`src/rtl/conv_layer_scheduler.sv`:
```
// Per-row sequencer for one convolution pass: loads weights per kernel, loads each
// row window, issues KERNEL_SIZE^2 SHIFT taps, then holds the result until accepted.
module conv_layer_scheduler #(
    parameter int KERNEL_SIZE  = 3,
    parameter int IMAGE_SIZE   = 8,
    parameter int ARRAY_SIZE   = 6,
    parameter int ARRAY_WIDTH  = 3,
    parameter int TOTAL_WEIGHT = 4,
    parameter int WEIGHT_WIDTH = 2,
    parameter int TAP_WIDTH    = 4
) (
    input  logic                    clk,
    input  logic                    rst_n,
    input  logic                    enable,
    input  logic [1:0]              input_interface_ack,
    input  logic                    out_ready,
    output logic [1:0]              input_interface_cmd,
    output logic [TAP_WIDTH-1:0]    kernel_tap,
    output logic                    valid,
    output logic [WEIGHT_WIDTH-1:0] feature_idx,
    output logic [ARRAY_WIDTH-1:0]  feature_row,
    output logic                    image_calc_fin,
    output logic                    busy,
    output logic [2:0]              fsm_state
);

    // Never schedule more rows than the image actually yields as windows.
    localparam int ROWS = (ARRAY_SIZE < IMAGE_SIZE - KERNEL_SIZE + 1) ?
                          ARRAY_SIZE : IMAGE_SIZE - KERNEL_SIZE + 1;
    localparam logic [TAP_WIDTH-1:0]    TAP_LAST = TAP_WIDTH'(KERNEL_SIZE * KERNEL_SIZE - 1);
    localparam logic [ARRAY_WIDTH-1:0]  ROW_LAST = ARRAY_WIDTH'(ROWS - 1);
    localparam logic [WEIGHT_WIDTH-1:0] IDX_LAST = WEIGHT_WIDTH'(TOTAL_WEIGHT - 1);

    localparam logic [1:0] CMD_NOP    = 2'b00;
    localparam logic [1:0] CMD_LOAD_R = 2'b01;
    localparam logic [1:0] CMD_SHIFT  = 2'b10;
    localparam logic [1:0] CMD_LOAD_W = 2'b11;

    typedef enum logic [2:0] {
        S_IDLE     = 3'd0,
        S_LOAD_W   = 3'd1,
        S_LOAD_ROW = 3'd2,
        S_CALC     = 3'd3,
        S_OUT      = 3'd4,
        S_FIN      = 3'd5
    } state_t;

    state_t                  state, state_next;
    logic [TAP_WIDTH-1:0]    tap, tap_next;
    logic [WEIGHT_WIDTH-1:0] idx, idx_next;
    logic [ARRAY_WIDTH-1:0]  row, row_next;

    always_ff @(posedge clk) begin
        if (rst_n) begin
            state <= S_IDLE;
            tap   <= '0;
            idx   <= '0;
            row   <= '0;
        end else begin
            state <= state_next;
            tap   <= tap_next;
            idx   <= idx_next;
            row   <= row_next;
        end
    end

    // Handshake: a load state advances on the edge its ack bit is sampled high;
    // OUT advances on the edge out_ready is sampled high while valid is asserted.
    always_comb begin
        state_next = state;
        tap_next   = '0;
        idx_next   = idx;
        row_next   = row;
        case (state)
            S_IDLE: begin
                if (enable) begin
                    state_next = S_LOAD_W;
                    idx_next   = '0;
                    row_next   = '0;
                end
            end
            S_LOAD_W: begin
                if (input_interface_ack[1]) state_next = S_LOAD_ROW;
            end
            S_LOAD_ROW: begin
                if (input_interface_ack[0]) state_next = S_CALC;
            end
            S_CALC: begin
                if (tap == TAP_LAST) state_next = S_OUT;
                else                 tap_next   = tap + 1'b1;
            end
            S_OUT: begin
                if (out_ready) begin
                    if (row != ROW_LAST) begin
                        row_next   = row + 1'b1;
                        state_next = S_LOAD_ROW;
                    end else if (idx != IDX_LAST) begin
                        row_next   = '0;
                        idx_next   = idx + 1'b1;
                        state_next = S_LOAD_W;
                    end else begin
                        state_next = S_FIN;
                    end
                end
            end
            S_FIN:   state_next = S_IDLE;
            default: state_next = S_IDLE;
        endcase
    end

    always_comb begin
        input_interface_cmd = CMD_NOP;
        case (state)
            S_LOAD_W:   input_interface_cmd = CMD_LOAD_W;
            S_LOAD_ROW: input_interface_cmd = CMD_LOAD_R;
            S_CALC:     input_interface_cmd = CMD_SHIFT;
            default:    input_interface_cmd = CMD_NOP;
        endcase
    end

    // tap is forced to zero outside CALC, so it can drive kernel_tap directly.
    assign kernel_tap     = tap;
    assign valid          = (state == S_OUT);
    assign image_calc_fin = (state == S_FIN);
    assign busy           = (state != S_IDLE);
    assign feature_idx    = idx;
    assign feature_row    = row;
    assign fsm_state      = state;

endmodule

```
`config.mk`:
```
export PLATFORM = sky130hd
export DESIGN_NAME = conv_layer_scheduler
export DESIGN_NICKNAME = d
export VERILOG_FILES = /design/src/rtl/conv_layer_scheduler.sv
export SDC_FILE = /design/constraint.sdc
export NUM_CORES = 1
export LEC_CHECK = 0
export ABC_AREA = 1
export CAP_MARGIN = 30
export CORE_MARGIN = 4
export CORE_UTILIZATION = 25
export CTS_BUF_LIST = sky130_fd_sc_hd__clkbuf_2
export DETAILED_ROUTE_END_ITERATION = 8
export GPL_TIMING_DRIVEN = 0
export PLACE_DENSITY_LB_ADDON = 0.15
export REMOVE_ABC_BUFFERS = 1
export SKIP_CTS_REPAIR_TIMING = 1
export SLEW_MARGIN = 20
export SYNTH_ARGS = -nofsm -noshare
export SYNTH_HDL_FRONTEND = slang
export SYNTH_SLANG_ARGS = --single-unit
```
`constraint.sdc`:
```
create_clock -name clk -period 2.5 [get_ports clk]
set_clock_uncertainty 0.2 [all_clocks]
set_input_delay 0.25 -clock clk [delete_from_list [all_inputs] [get_ports clk]]
set_output_delay 0.25 -clock clk [all_outputs]
set_load 0.005 [all_outputs]
```
==> After elaboration in Yosys (flattened, before gate mapping) <==
Index checks and enable logic that the tools add are counted.
{ "op_classes": {"mux": 19, "bitwise": 1, "eq_ne": 16, "n_reduce_logical": 7, "n_addsub": 3} }
{ "ops": {"columns": ["op", "count"], "rows": [
  ["$mux W3", 11],
  ["$pmux W3 S5", 1],
  ["$ne A2 B2 Y1 const B", 7],
  ["$reduce_and A5 Y1", 2],
  ["$mux W2", 4],
  ["$eq A3 B2 Y1 const B", 2],
  ["$eq A3 B3 Y1 const B", 2],
  ["$pmux W2 S3", 1],
  ["$pmux W3 S2", 1],
  ["$add A4 B1 Y4 const B", 1],
  ["$eq A4 B4 Y1 const B", 1],
  ["$pmux W2 S2", 1],
  ["$reduce_and A4 Y1", 1],
  ["$add A3 B1 Y3 const B", 1],
  ["$eq A3 B1 Y1 const B", 1],
  ["$logic_not A3 Y1", 1],
  ["$ne A3 B1 Y1 const B", 1],
  ["$ne A3 B3 Y1 const B", 1],
  ["$reduce_bool A3 Y1", 1],
  ["$reduce_or A3 Y1", 1],
  ["$add A2 B1 Y2 const B", 1],
  ["$ne A2 B1 Y1 const B", 1],
  ["$reduce_bool A2 Y1", 1],
  ["$not A1 Y1", 1]
]} }
{ "totals": {"register_bits": 12, "wordCells": 50, "output_inout_bits": 17} }

==> Depth between registers and ports, before layout <==
{ "logic_depth": {"word_depth": 5, "ltp_mapped": 9, "ltp_nobuf": 9} }

==> Worst setup path after synthesis <==
OpenSTA, ideal clock, no wires.
{ "synth_timing": {"kind": "reg-to-reg", "startpoint": "register state[1], in the netlist fsm_state[1]", "endpoint": "register idx[0], in the netlist feature_idx[0]", "setup_time_ns": 0.113, "period_less_slack_ns": 1.371, "stages_incl_launch_ff": 9, "setup_slack_ns": 1.129, "t_required_ns": 2.187, "t_arrival_ns": 1.057, "path_buffers": 0, "path_cell_list": "dfxtp_1 -> nor2_4 -> nand3_2 -> inv_2 -> nor2_2 -> nand2_2 -> inv_2 -> nor2_1 -> nor2_1"} }
{ "synth_via": {"elab_chain_cells": 3, "word_cells_on_any_way": 9, "classes_between": "eq/ne (5); mux (1); reduce/logical (3)"} }
{ "synth_rtl": {"columns": ["element", "line", "rtl"], "rows": [
  ["start, declared", "48", "state_t state, state_next;"],
  ["start signal, assigned", "60", "state <= state_next;"],
  ["$eq A3 B3 Y1 / $logic_not A3 Y1 (equally long branches)", "74", "case (state)"],
  ["$ne A2 B1 Y1 (no source line), or another cell as far along", null, null],
  ["$reduce_and A5 Y1 (no source line)", null, null],
  ["end signal, assigned", "62", "idx <= idx_next;"],
  ["end, declared", "50", "logic [WEIGHT_WIDTH-1:0] idx, idx_next;"]
]} }
Parallel ways exist; a longest one is shown, timed or not.
A chain may end at the register's enable or synchronous reset.

==> Worst setup path after layout <==
{ "layout_timing": {"startpoint": "register state[2], in the netlist fsm_state[2]", "endpoint": "output input_interface_cmd[0]"} }
{ "layout_via": {"elab_chain_cells": 2, "word_cells_on_any_way": 4, "classes_between": "eq/ne (3); mux (1)"} }
{ "layout_rtl": {"columns": ["element", "line", "rtl"], "rows": [
  ["$eq A3 B2 Y1 / $eq A3 B1 Y1 (equally long branches)", "113", "case (state)"],
  ["$pmux W2 S3 (*)", "113", null],
  ["end, declared", "17", "output logic [1:0] input_interface_cmd,"]
]} }
Every way passes the cells marked *; elsewhere a longest branch is shown, timed or not.

==> run metrics <==
status=complete, no violations; Reg area=between 200 and 250 µm²; first-pass detailed-route iteration total=4; Synth area leader=dfxtp_1; setup_tns=0 ns; row count=19; final cell count without fillers=about 170; EDFF count, synth=0; crit end category=primary output; Setup violations, final=0; PortBufs=22; PwrDens=1093 nW/µm²; Syn Inst Count=about 110; critical path buffer and inverter count=2; CP max-delay cell=clkdlybuf4s50_1; Worst R2R End=fsm_state[2]$_SDFFE_PP0P_; worst path arrival time=between 1.5 and 2 ns; minimum clock period=2.149 ns; top-area cell type share of the netlist area=between 30% and 40%; crit path max fanout=8; Worst Setup Slack, final=around 0.35 ns; Met1 Wirelength=roughly 900 µm; placed cell areas=1021 µm²; final core utilization=between 30% and 40%; Seq/Total Area, Yosys=31.53%; reg2reg start=fsm_state[2]$_SDFFE_PP0P_; Slew @ Worst Pin=0.3851 ns; gr usage total=9.199%; placed insts=around 160; Yosys warnings=0; largest net degree at the start of global routing=9; worst slack, placed=roughly 0.65 ns; die width=about 63 µm; vias in the first global route=658; cts bufs inserted=3; ant diodes=0; DR vias/cell=~4.5; synthesized area=between 700 and 800 µm²; Iteration-0 DRC Markers=32; IO Pins=23; Clk pin slew, worst setup/hold paths=~0.13 ns; Top Layer Used=met4; Final GP Congestion=around 0.76; detailed placer's ending HPWL=roughly 1300 µm; CTS Sinks=12; Root Driver=clkbuf_2; first-pass GRT wire length=about 2900 µm; routed wl met3=70 µm; core footprint=approximately 2800 µm²; area of the multi-input gates=roughly 450 µm²; nets@finish=between 100 and 150; max incr delay on CP=approximately 0.54 ns; RSZ-0062 raised after global routing=no; area grow syn2layout=36.45%; layout cells sized above 1=15.33%; Clock Latency Late Sink=0.26 ns; Synth area leaders=dfxtp_1 (32%), nor2_1 (12%), nand2_1 (8.4%); CTS H-tree depth=1; top post-synthesis cells by count=nor2_1 (24), nand2_1 (17), inv_1 (14); hold worst-path end=kernel_tap[0]$_SDFF_PP0_; cell-by-cell listing of the critical path=inv_2 -> nand2_1 -> o21ai_1 -> clkdlybuf4s50_1; Final Max Slew Viols=0; Leakage=0.4554 nW; startpoint types=register; Worst slew margin=between 70% and 80%; Met2 Wirelength=between 700 and 800 µm; initial core utilization=between 20% and 30%; FF-to-FF setup slack=around 0.94 ns; Die Y=roughly 63 µm; Fin. Hold Viols=0; detailed-route via count=roughly 750; required time of the critical path=2.05 ns; CTS tree=done; grt total ovfl=0; die area=between 3000 and 4000 µm²; Fillers=301; worst r2r path cells=7; Power Total=about 1.1 mW; count leader, synth=nor2_1; DRC Markers=0; antenna violations before repair=0; Min Hold Slack=a little under 0.3 ns; maximum VDD drop=between 0.3 and 0.4 mV; Post-Route WL=approximately 1700 µm; Yosys cell types=25; finished layout cell area=approximately 1000 µm²; total of max-cap violations=0; Hold Crit Depth=1; period utilization=a little under nine tenths; crit-path leading delay family=buffers and inverters; FMAX=465.4 MHz; type of the most critical hold path=reg2reg; Yosys reg bits=12; fraction of registers with async set/reset=0%; Clock Tree Buf Depth=2; Setup Crit Path Kind=reg2out; antenna-violating nets left=0; Main synth FF type=dfxtp_1; Worst Hold Launch=kernel_tap[0]$_SDFF_PP0_; wire per inst=~10 µm; Mapped Avg Cell Area=about 6.9 µm²
-- sequential cells by signal, indices dropped and copies added, names as in the netlist --
| register | cells |
|---|---|
| feature_row | 3 |
| feature_idx | 2 |
| fsm_state | 3 |
| kernel_tap | 4 |
-- cells by family (layout without fill, tap and decap cells) --
| group | count (synthesis) | count (layout) | synth area share, % |
|---|---|---|---|
| AND/OR/NAND/NOR | 64 | 64 | 41.38 |
| buffers and inverters | 18 | 44 | 9.524 |
| flip-flops | 12 | 12 | 31.53 |
| AO/OA/AOI/OAI | 11 | 11 | 9.196 |
| adder cells (fa/ha/maj) | 3 | 3 | 4.927 |
| XOR/XNOR | 3 | 3 | 3.449 |
-- worst max-delay path by stage --
stage / start / endpoint / slack (ns) / depth (start not counted)
2_1_floorplan: fsm_state[1]$_SDFFE_PP0P_ / feature_idx[0]$_SDFFE_PP0P_ / 1.13 / 8
3_3_place_gp: fsm_state[2]$_SDFFE_PP0P_ / input_interface_cmd[0] / 0.67 / 4
3_5_place_dp: fsm_state[2]$_SDFFE_PP0P_ / input_interface_cmd[0] / 0.65 / 4
4_1_cts: fsm_state[2]$_SDFFE_PP0P_ / input_interface_cmd[0] / 0.33 / 4
5_1_grt: fsm_state[2]$_SDFFE_PP0P_ / input_interface_cmd[0] / 0.20 / 4
6_report: fsm_state[2]$_SDFFE_PP0P_ / input_interface_cmd[0] / 0.35 / 4
-- cells in the final DEF, fill, tap and decap left out, types with 2 or more instances in the layout --
cell / instances
nor2_1: 24
clkdlybuf4s50_1: 22
nand2_1: 17
inv_1: 14
dfxtp_1: 12
nand3_1: 7
o21ai_1: 5
inv_2: 3
nand3_2: 3
nor2_2: 3
ha_1: 3
clkbuf_2: 3
nor2_4: 2
nor3_1: 2
xnor2_1: 2
o21ai_2: 2
nand2_2: 2
-- per-layer routing --
metal  GRT usage [%]  vias to the layer above
met5               0                        -
met4           4.852                        0
met3           2.664                        2
met2           14.10                       15
met1           11.60                      330
li1                -                      402
-- worst register-to-register path: cells and delay by family, from the launching register on --
family | cells | cell delay [ns]
flops | 1 | 0.58
buf+inv | 1 | 0.15
simple gates | 6 | 0.56
-- area by class of cell --
class                      instances  share of cell area (%)
timing repair buffer              22                   21.18
tap                               31                   3.730
clock inverter                     1                  0.3610
inverter                          18                   6.980
sequential                        12                   23.10
multi-input combinational         81                   43.20
clock buffer                       3                   1.444
-- where the power goes --
group / leakage (nW) / internal [mW] / switching (mW) / total (mW)
logic: 0.343 / 0.339 / 0.350 / 0.689
clock network: 0.0140 / 0.0348 / 0.0674 / 0.102
registers: 0.0981 / 0.246 / 0.0992 / 0.345
total: 0.455 / 0.620 / 0.517 / 1.14
(Power assumes the default switching activity.)
